`src/rtl/ram_ctrl_pkg.sv`:
```
// Shared types and helpers for the ram_ctrl block: FSM state encoding and
// the even-parity function used when RAM_CTRL_PARITY_EN is defined.
package ram_ctrl_pkg;

  typedef enum logic {
    ST_CLEAR = 1'b0,
    ST_IDLE  = 1'b1
  } state_t;

  // Even parity over a zero-extended word: the returned bit makes the total
  // number of ones (data plus parity) even, so an all-zero word has parity 0.
  function automatic logic even_par(input logic [63:0] d);
    return ^d;
  endfunction

endpackage

```
`src/rtl/ram_ctrl_array.sv`:
```
// Storage for ram_ctrl: single write port, synchronous read port.
// The read register updates only on a read enable, so it holds its value
// between reads; it resets to zero, the array contents do not.
module ram_ctrl_array #(
  parameter  int WIDTH  = 8,
  parameter  int DEPTH  = 16,
  localparam int ADDR_W = $clog2(DEPTH)
) (
  input  logic              clk,
  input  logic              rst,
  input  logic              we,
  input  logic [ADDR_W-1:0] waddr,
  input  logic [WIDTH-1:0]  wdata,
  input  logic              re,
  input  logic [ADDR_W-1:0] raddr,
  output logic [WIDTH-1:0]  rdata
);

  logic [WIDTH-1:0] mem [DEPTH];

  // Write port; contents are only ever zeroed by the controller's sweep.
  always_ff @(posedge clk) begin
    if (we) mem[waddr] <= wdata;
  end

  // Registered read port, captured only on an accepted in-range read.
  always_ff @(posedge clk or negedge rst) begin
    if (!rst)    rdata <= '0;
    else if (re) rdata <= mem[raddr];
  end

endmodule

```
`src/rtl/ram_ctrl.sv`:
```
// ram_ctrl: single-port RAM controller with a zeroing sweep after reset or
// on clr, one request per cycle in IDLE, 1-cycle read latency, and an err
// pulse for out-of-range addresses.
// Optional macro RAM_CTRL_PARITY_EN: store an even-parity bit per word and
// flag a parity mismatch on read through err.
//
// state    | meaning
// ---------+------------------------------------------------------------
// ST_CLEAR | sweep writes 0 to address 0..DEPTH-1, one per cycle; ready=0
// ST_IDLE  | accepts one read or write per cycle unless clr is high
module ram_ctrl
  import ram_ctrl_pkg::*;
#(
  parameter  int DATA_W = 8,
  parameter  int DEPTH  = 16,
  localparam int ADDR_W = $clog2(DEPTH)
) (
  input  logic              clk,
  input  logic              rst,
  input  logic              valid,
  input  logic              wr_rd,
  input  logic [ADDR_W-1:0] add,
  input  logic [DATA_W-1:0] writedata,
  input  logic              clr,
  output logic              ready,
  output logic [DATA_W-1:0] readdata,
  output logic              rvalid,
  output logic              err
);

`ifdef RAM_CTRL_PARITY_EN
  localparam int MEM_W = DATA_W + 1;
`else
  localparam int MEM_W = DATA_W;
`endif

  state_t            state, state_nxt;
  logic [ADDR_W-1:0] sweep, sweep_nxt;
  logic              accept, addr_ok;
  logic              mem_we, mem_re;
  logic [ADDR_W-1:0] mem_waddr;
  logic [MEM_W-1:0]  mem_wdata, req_wdata, mem_rdata;
  logic              rvalid_q, addr_err_q, zero_q;

  assign ready   = (state == ST_IDLE) && !clr;
  assign accept  = valid && ready;
  assign addr_ok = {{(32 - ADDR_W){1'b0}}, add} < 32'(DEPTH);

`ifdef RAM_CTRL_PARITY_EN
  assign req_wdata = {even_par(64'(writedata)), writedata};
`else
  assign req_wdata = writedata;
`endif

  // Next state, sweep advance and array port steering.
  always_comb begin
    state_nxt = state;
    sweep_nxt = sweep;
    mem_we    = 1'b0;
    mem_re    = 1'b0;
    mem_waddr = add;
    mem_wdata = req_wdata;
    case (state)
      ST_CLEAR: begin
        // clr is ignored here: the running sweep is never restarted by it.
        mem_we    = 1'b1;
        mem_waddr = sweep;
        mem_wdata = '0;
        if (sweep == ADDR_W'(DEPTH - 1)) begin
          state_nxt = ST_IDLE;
          sweep_nxt = '0;
        end else begin
          sweep_nxt = sweep + 1'b1;
        end
      end
      ST_IDLE: begin
        if (clr) begin
          state_nxt = ST_CLEAR;
          sweep_nxt = '0;
        end else if (accept && addr_ok) begin
          mem_we = wr_rd;
          mem_re = !wr_rd;
        end
      end
      default: state_nxt = ST_CLEAR;
    endcase
  end

  // State, sweep counter and the one-cycle response flags.
  always_ff @(posedge clk or negedge rst) begin
    if (!rst) begin
      state      <= ST_CLEAR;
      sweep      <= '0;
      rvalid_q   <= 1'b0;
      addr_err_q <= 1'b0;
      zero_q     <= 1'b0;
    end else begin
      state      <= state_nxt;
      sweep      <= sweep_nxt;
      rvalid_q   <= accept && !wr_rd;
      addr_err_q <= accept && !addr_ok;
      if (accept && !wr_rd) zero_q <= !addr_ok;
    end
  end

  ram_ctrl_array #(
    .WIDTH (MEM_W),
    .DEPTH (DEPTH)
  ) u_array (
    .clk   (clk),
    .rst   (rst),
    .we    (mem_we),
    .waddr (mem_waddr),
    .wdata (mem_wdata),
    .re    (mem_re),
    .raddr (add),
    .rdata (mem_rdata)
  );

  // An out-of-range read forces zero until the next accepted read.
  assign readdata = zero_q ? '0 : mem_rdata[DATA_W-1:0];
  assign rvalid   = rvalid_q;

`ifdef RAM_CTRL_PARITY_EN
  logic par_err;
  assign par_err = rvalid_q && !zero_q &&
                   (mem_rdata[DATA_W] != even_par(64'(mem_rdata[DATA_W-1:0])));
  assign err     = addr_err_q || par_err;
`else
  assign err     = addr_err_q;
`endif

endmodule
```
`config.mk`:
```
export PLATFORM = sky130hd
export DESIGN_NAME = ram_ctrl
export DESIGN_NICKNAME = d
export VERILOG_FILES = /design/src/rtl/ram_ctrl_pkg.sv /design/src/rtl/ram_ctrl_array.sv /design/src/rtl/ram_ctrl.sv
export SDC_FILE = /design/constraint.sdc
export NUM_CORES = 1
export LEC_CHECK = 0
export CORE_MARGIN = 10
export CORE_UTILIZATION = 60
export CTS_CLUSTER_SIZE = 16
export DETAILED_ROUTE_END_ITERATION = 8
export PLACE_DENSITY = 0.86
export SLEW_MARGIN = 5
export SYNTH_ARGS = -nofsm -noshare
export SYNTH_HDL_FRONTEND = slang
export SYNTH_SLANG_ARGS = --single-unit
```
`constraint.sdc`:
```
create_clock -name clk -period 4.2 [get_ports clk]
set_input_delay 0.42 -clock clk [delete_from_list [all_inputs] [get_ports clk]]
set_output_delay 0.42 -clock clk [all_outputs]
set_load 0.01 [all_outputs]
```
==> results.json, run 1 <==
{
  "cts_tree": "yes",
  "cts.sinks": 142,
  "grt_max_degree": 34,
  "critPathMaxFanout": 33,
  "drc": 0,
  "drt-initial-drc-count": 310,
  "hpwl_mm": 7.95,
  "num_vias": 3112,
  "area_growth_syn_to_layout_pct": 16.1,
  "critPathKind": "reg2reg",
  "max_slew.worst_pin.slew_ns": 1.07,
  "ant_nets": 0,
  "synthTopCellsByCount": "edfxtp_1 (128), mux4_2 (21), mux2i_1 (20), nor2_1 (20), nand2_1 (15)",
  "status": "finished, final reports clean",
  "grtUsageTotal_pct": 19.5,
  "grt_pass1_wl_mm": 20.0,
  "vias_per_cell": 6.51,
  "postCtsSetupBuffers": 0,
  "synth_area_per_cell_um2": 18.5,
  "place.port_buffers": 26,
  "placementRows": 35,
  "clockBufferDepth": 2,
  "cp.required_ns": 4.62,
  "clk_latency_ns": 0.52,
  "die_y_um": 117,
  "drive_gt1_share_pct": 16.0,
  "synth_ff_type": "edfxtp_1",
  "synthCells": 307,
  "timing.setup.tns_ns": 0,
  "yosys_warnings": 0,
  "grt_overflow": 0,
  "antenna_cells": 0,
  "hold_buffers": 0,
  "htreeDepth": 4,
  "synth_area_mm2": 0.00568,
  "hold_viol_final": 0,
  "fin_util_pct": 71.4,
  "worstPathArrival_ns": 3.44,
  "worstSetupStartpointType": "register",
  "synth_cell_types": 38,
  "cts.repair.resized": 0,
  "slew_viol_final": 0,
  "synthTopCellsByArea": "edfxtp_1 (68%), mux4_2 (8.3%), dfrtp_1 (6.2%)",
  "fin_nets": 356,
  "stdcell_count": 478,
  "worst_slack_ns": 1.18,
  "initial_core_util_pct": 61.5,
  "place_ws_ns": 1.18,
  "dr.pass1.iters": 5,
  "min_path_type": "in2async",
  "place_inst": 448,
  "rsz0062_at_grt": "false",
  "yosysTopAreaCellShare_pct": 67.6,
  "async_reset_ff_share_pct": 9.86,
  "grt_pass1_vias": 3137,
  "irDropWorstVdd_v": 0.000393,
  "power.density_mw_per_mm2": 644,
  "routabilityCongestion": 0.884,
  "setup_viol": 0,
  "ys_ff_latch": 142,
  "numCtsBuffers": 17,
  "synth_most_common_cell": "edfxtp_1",
  "max-cap-violations": 0,
  "yosysTopAreaCell": "edfxtp_1",
  "fp.coreArea_mm2": 0.00924,
  "synth-seq-area-share_pct": 73.8,
  "clockRootBuffer": "clkbuf_8",
  "nFillCells": 531,
  "relSlewSlack_pct": 28.9,
  "endpoint_kind": "register",
  "wl_per_cell_um": 27.6,
  "finClkSkew_ns": 0.00646,
  "synth_edf_count": 128,
  "power_mw": 4.25,
  "cts.clk_slew.worst_paths_ns": 0.06,
  "antenna_found_initial": 0,
  "routed_wl_mm": 13.2,
  "min_period_ns": 3.02,
  "fp.dieW_um": 117,
  "die_area_mm2": 0.0138,
  "pin_count": 28,
  "min_period_over_period_pct": 71.8,
  "p_leak_nw": 2.26,
  "fmax_ghz": 0.332,
  "syn_nets": 325
}
==> critical path: stages (launching register included) <==
cell and delay, ns:
dfrtp_1 1.04, nand4bb_1 0.61, nor2_1 0.77, o211ai_1 0.31, o211ai_1 0.18
==> cell families (layout without fill, tap and decap cells) <==
logic type                 after synthesis  count (layout)  share of synthesized area, %
AOI/OAI and AO/OA                       35              35                          4.36
DFF                                    142             142                          73.8
buffers and inverters                   21              63                          1.78
other                                    1               1                        0.0660
and+or+nand+nor                         56              56                          4.69
adders and majority gates                1               1                         0.220
muxes                                   50              50                          14.9
xor gates and xnor gates                 1               1                         0.154
==> layer usage <==
layer  GRT usage, %  vias to the layer above  wire [µm]
met5              0                        -          0
met2           30.4                      245       6390
met4           7.20                        0        376
met1           25.5                     1547       5050
met3           5.42                       26       1370
li1               -                     1294          -
==> stage by stage <==
stage / area [µm²] / hold WS, ns
after floorplan: 5680 / 0.124
after global placement: 6030 / 0.492
after detailed placement: 6030 / 0.486
after CTS: 6600 / 0.339
after global routing: 6600 / 0.367
final: 6600 / 0.327
==> area by class of cell <==
cell class	instances	area (µm²)	share of cell area, %
clock buffer	18	418	6.33
clock inverter	12	148	2.24
inverter	5	18.8	0.284
multi-input combinational	144	1390	21.0
sequential	142	4190	63.6
tap	129	161	2.45
timing repair buffer	28	270	4.10
==> power breakdown <==
group	switching, mW	total (mW)	internal, mW
clock	0.553	1.44	0.892
combinational	0.464	0.734	0.270
sequential	0.161	2.07	1.91
==> final timing paths <==
| kind | end | startpoint | depth (start not counted) | slack (ns) |
|---|---|---|---|---|
| setup / recovery | u_array.rdata[0] | state | 4 | 1.18 |
| hold / removal | sweep[0] | rst | 1 | 0.33 |
| setup reg to reg | u_array.rdata[0] | state | 4 | 1.18 |
| hold reg to reg | u_array.rdata[3] | u_array.rdata[3] | 2 | 0.50 |
| max in group asynchronous | u_array.rdata[6] | rst | 1 | 3.43 |
| min in group clk | u_array.rdata[3] | u_array.rdata[3] | 2 | 0.50 |
==> cell usage in the layout (no fill, tap or decap), types with 2 or more instances in the layout <==
cell / netlist / layout
edfxtp_1: 128 / 128
clkbuf_16: 0 / 16
nor2b_1: 2 / 2
mux2_2: 4 / 4
nand3_1: 2 / 2
nor2_1: 20 / 20
nor3b_1: 2 / 2
dfrtp_1: 14 / 14
o211ai_1: 10 / 10
mux2i_1: 20 / 20
nand2_1: 15 / 15
and2_1: 9 / 9
o21ai_0: 3 / 3
o22ai_1: 4 / 4
bufinv_16: 0 / 3
buf_4: 2 / 2
o21bai_1: 2 / 2
a31oi_1: 3 / 3
inv_1: 4 / 4
clkinv_1: 0 / 2
nor3_1: 2 / 2
clkdlybuf4s50_1: 0 / 25
a21oi_1: 2 / 2
clkinv_2: 0 / 2
mux4_1: 5 / 5
mux4_2: 21 / 21
clkinvlp_4: 0 / 3
clkinv_4: 0 / 2
a22oi_1: 7 / 7
==> state kept, by name, indices dropped and copies added (netlist names) <==
signal         flops
rvalid             1
u_array.rdata      8
state              1
u_array.mem      128
sweep              4
Note: power is estimated with default switching activity, not from simulation.
==> inputs of run 2 (changes only) <==
- CORE_UTILIZATION: 60 -> 59
- PLACE_DENSITY: 0.86 -> 0.85
- clock period: 4.2 -> 3 ns (I/O delays scaled with it)
==> results.json, run 2 (synthesis results as in run 1) <==
{
  "min_period_ns": 2.58,
  "routabilityCongestion": 0.886,
  "power_switching_mw": 1.67,
  "stdcell_count": 494,
  "reg_top3": "u_array.mem (128), u_array.rdata (8), sweep (4)",
  "cts.repair.resized": 0,
  "initial_core_util_pct": 60.9,
  "sw_frac_of_total_pct": 27.7,
  "endpoint_kind": "output pin",
  "placementRows": 35,
  "finClkSkew_ns": 0.0103,
  "drive_gt1_share_pct": 20.3,
  "worstSetupStartpointType": "register",
  "crit_start": "state",
  "grt_max_degree": 25,
  "fp.dieW_um": 118,
  "min_path_type": "in2async",
  "timing.setup.tns_ns": 0,
  "die_y_um": 118,
  "cts.sinks": 142,
  "grt_overflow": 0,
  "fp.coreArea_mm2": 0.00933,
  "worstPathArrival_ns": 2.28,
  "final_area_mm2": 0.00675,
  "cp.required_ns": 2.70,
  "critPathKind": "reg2out",
  "max-cap-violations": 0,
  "fin_util_pct": 72.4,
  "numCtsBuffers": 17,
  "hold_viol_final": 0,
  "critPathMaxFanout": 19,
  "place.port_buffers": 26,
  "clockBufferDepth": 2,
  "final_cell_mix": "edfxtp_1 (128), clkdlybuf4s50_1 (25), mux4_2 (21)",
  "die_area_mm2": 0.0140,
  "clkPwrFrac_pct": 34.9,
  "antenna_found_initial": 0,
  "grt_pass1_vias": 3280,
  "num_vias": 3143,
  "routed_wl_mm": 12.4,
  "clk_latency_ns": 0.53,
  "final_common_cell": "edfxtp_1",
  "status": "finished, final reports clean",
  "place_inst": 462,
  "min_period_over_period_pct": 85.9,
  "vias_per_cell": 6.36,
  "clockRootBuffer": "clkbuf_8",
  "power.density_mw_per_mm2": 895,
  "r2r-start": "state",
  "antenna_cells": 0,
  "relSlewSlack_pct": 41.8,
  "grt_pass1_wl_mm": 19.5,
  "fin_nets": 370,
  "postCtsSetupBuffers": 0,
  "rsz0062_at_grt": "false",
  "cts.clk_slew.worst_paths_ns": 0.06,
  "top_register": "u_array.mem",
  "ant_nets": 0,
  "grtUsageTotal_pct": 18.8,
  "p_comb_share_pct": 18.0,
  "p_leak_nw": 2.36,
  "max_slew.worst_pin.slew_ns": 0.870,
  "hpwl_mm": 7.38,
  "htreeDepth": 4,
  "wl_per_cell_um": 25.1,
  "cts_tree": "yes",
  "fmax_ghz": 0.388,
  "irDropWorstVdd_v": 0.000446,
  "slew_viol_final": 0,
  "area_growth_syn_to_layout_pct": 18.7,
  "setup_viol": 0,
  "drc": 0,
  "pin_count": 28,
  "power_frac_seq_pct": 47.1,
  "largest_reg_flops": 128,
  "dpl-instance-area_mm2": 0.00615,
  "dr.pass1.iters": 5,
  "whs_ns": 0.204,
  "hold_buffers": 0,
  "drt-initial-drc-count": 347,
  "p_int_mw": 4.37
}
==> run 2: worst paths after layout <==
path	end	slack [ns]	cells after the start
worst max-delay path	ready	0.42	3
worst min-delay path	u_array.rdata[2]	0.20	1
worst max register to register	u_array.mem[2][7]	0.67	4
worst min register to register	u_array.rdata[7]	0.53	2
max in group asynchronous	u_array.rdata[3]	2.34	1
min in group clk	u_array.rdata[7]	0.53	2
==> run 2: layer usage <==
metal	vias to the layer above	share of wire (%)	track usage (%)
li1	1326	-	-
met3	38	7.3	5.47
met1	1597	39	23.1
met4	0	4.2	11.0
met5	-	0	0
met2	182	50	29.1
==> run 2: cell type report <==
class / count / area [µm²]
clock inverters: 15 / 184
inverters: 5 / 18.8
well taps: 129 / 161
fillers: 551 / 2580
repair buffers: 42 / 388
multi-input cells: 144 / 1390
clock buffers: 17 / 414
flip-flops and latches: 142 / 4190
==> run 2: power groups by stage <==
stage          clock (mW)  sequential (mW)  combinational (mW)
3_3_place_gp            0             2.85                1.02
5_1_grt              2.22             2.88                1.17
6_report             2.11             2.85                1.09
4_1_cts              2.14             2.85                1.09
2_1_floorplan           0             2.82               0.638
3_5_place_dp            0             2.87                1.06
==> run 2: worst max-delay path, stage by stage (launching register included) <==
cell             delay, ns
dfrtp_1               0.76
buf_4                 0.27
nor2b_1               0.17
clkdlybuf4s50_1       0.56
==> run 2: through the flow <==
step / setup slack [ns] / total power, mW
floorplan: 1.14 / 3.46
global placement: 0.550 / 3.87
detailed placement: 0.459 / 3.93
CTS: 0.424 / 6.07
global route: 0.255 / 6.28
finish: 0.422 / 6.04
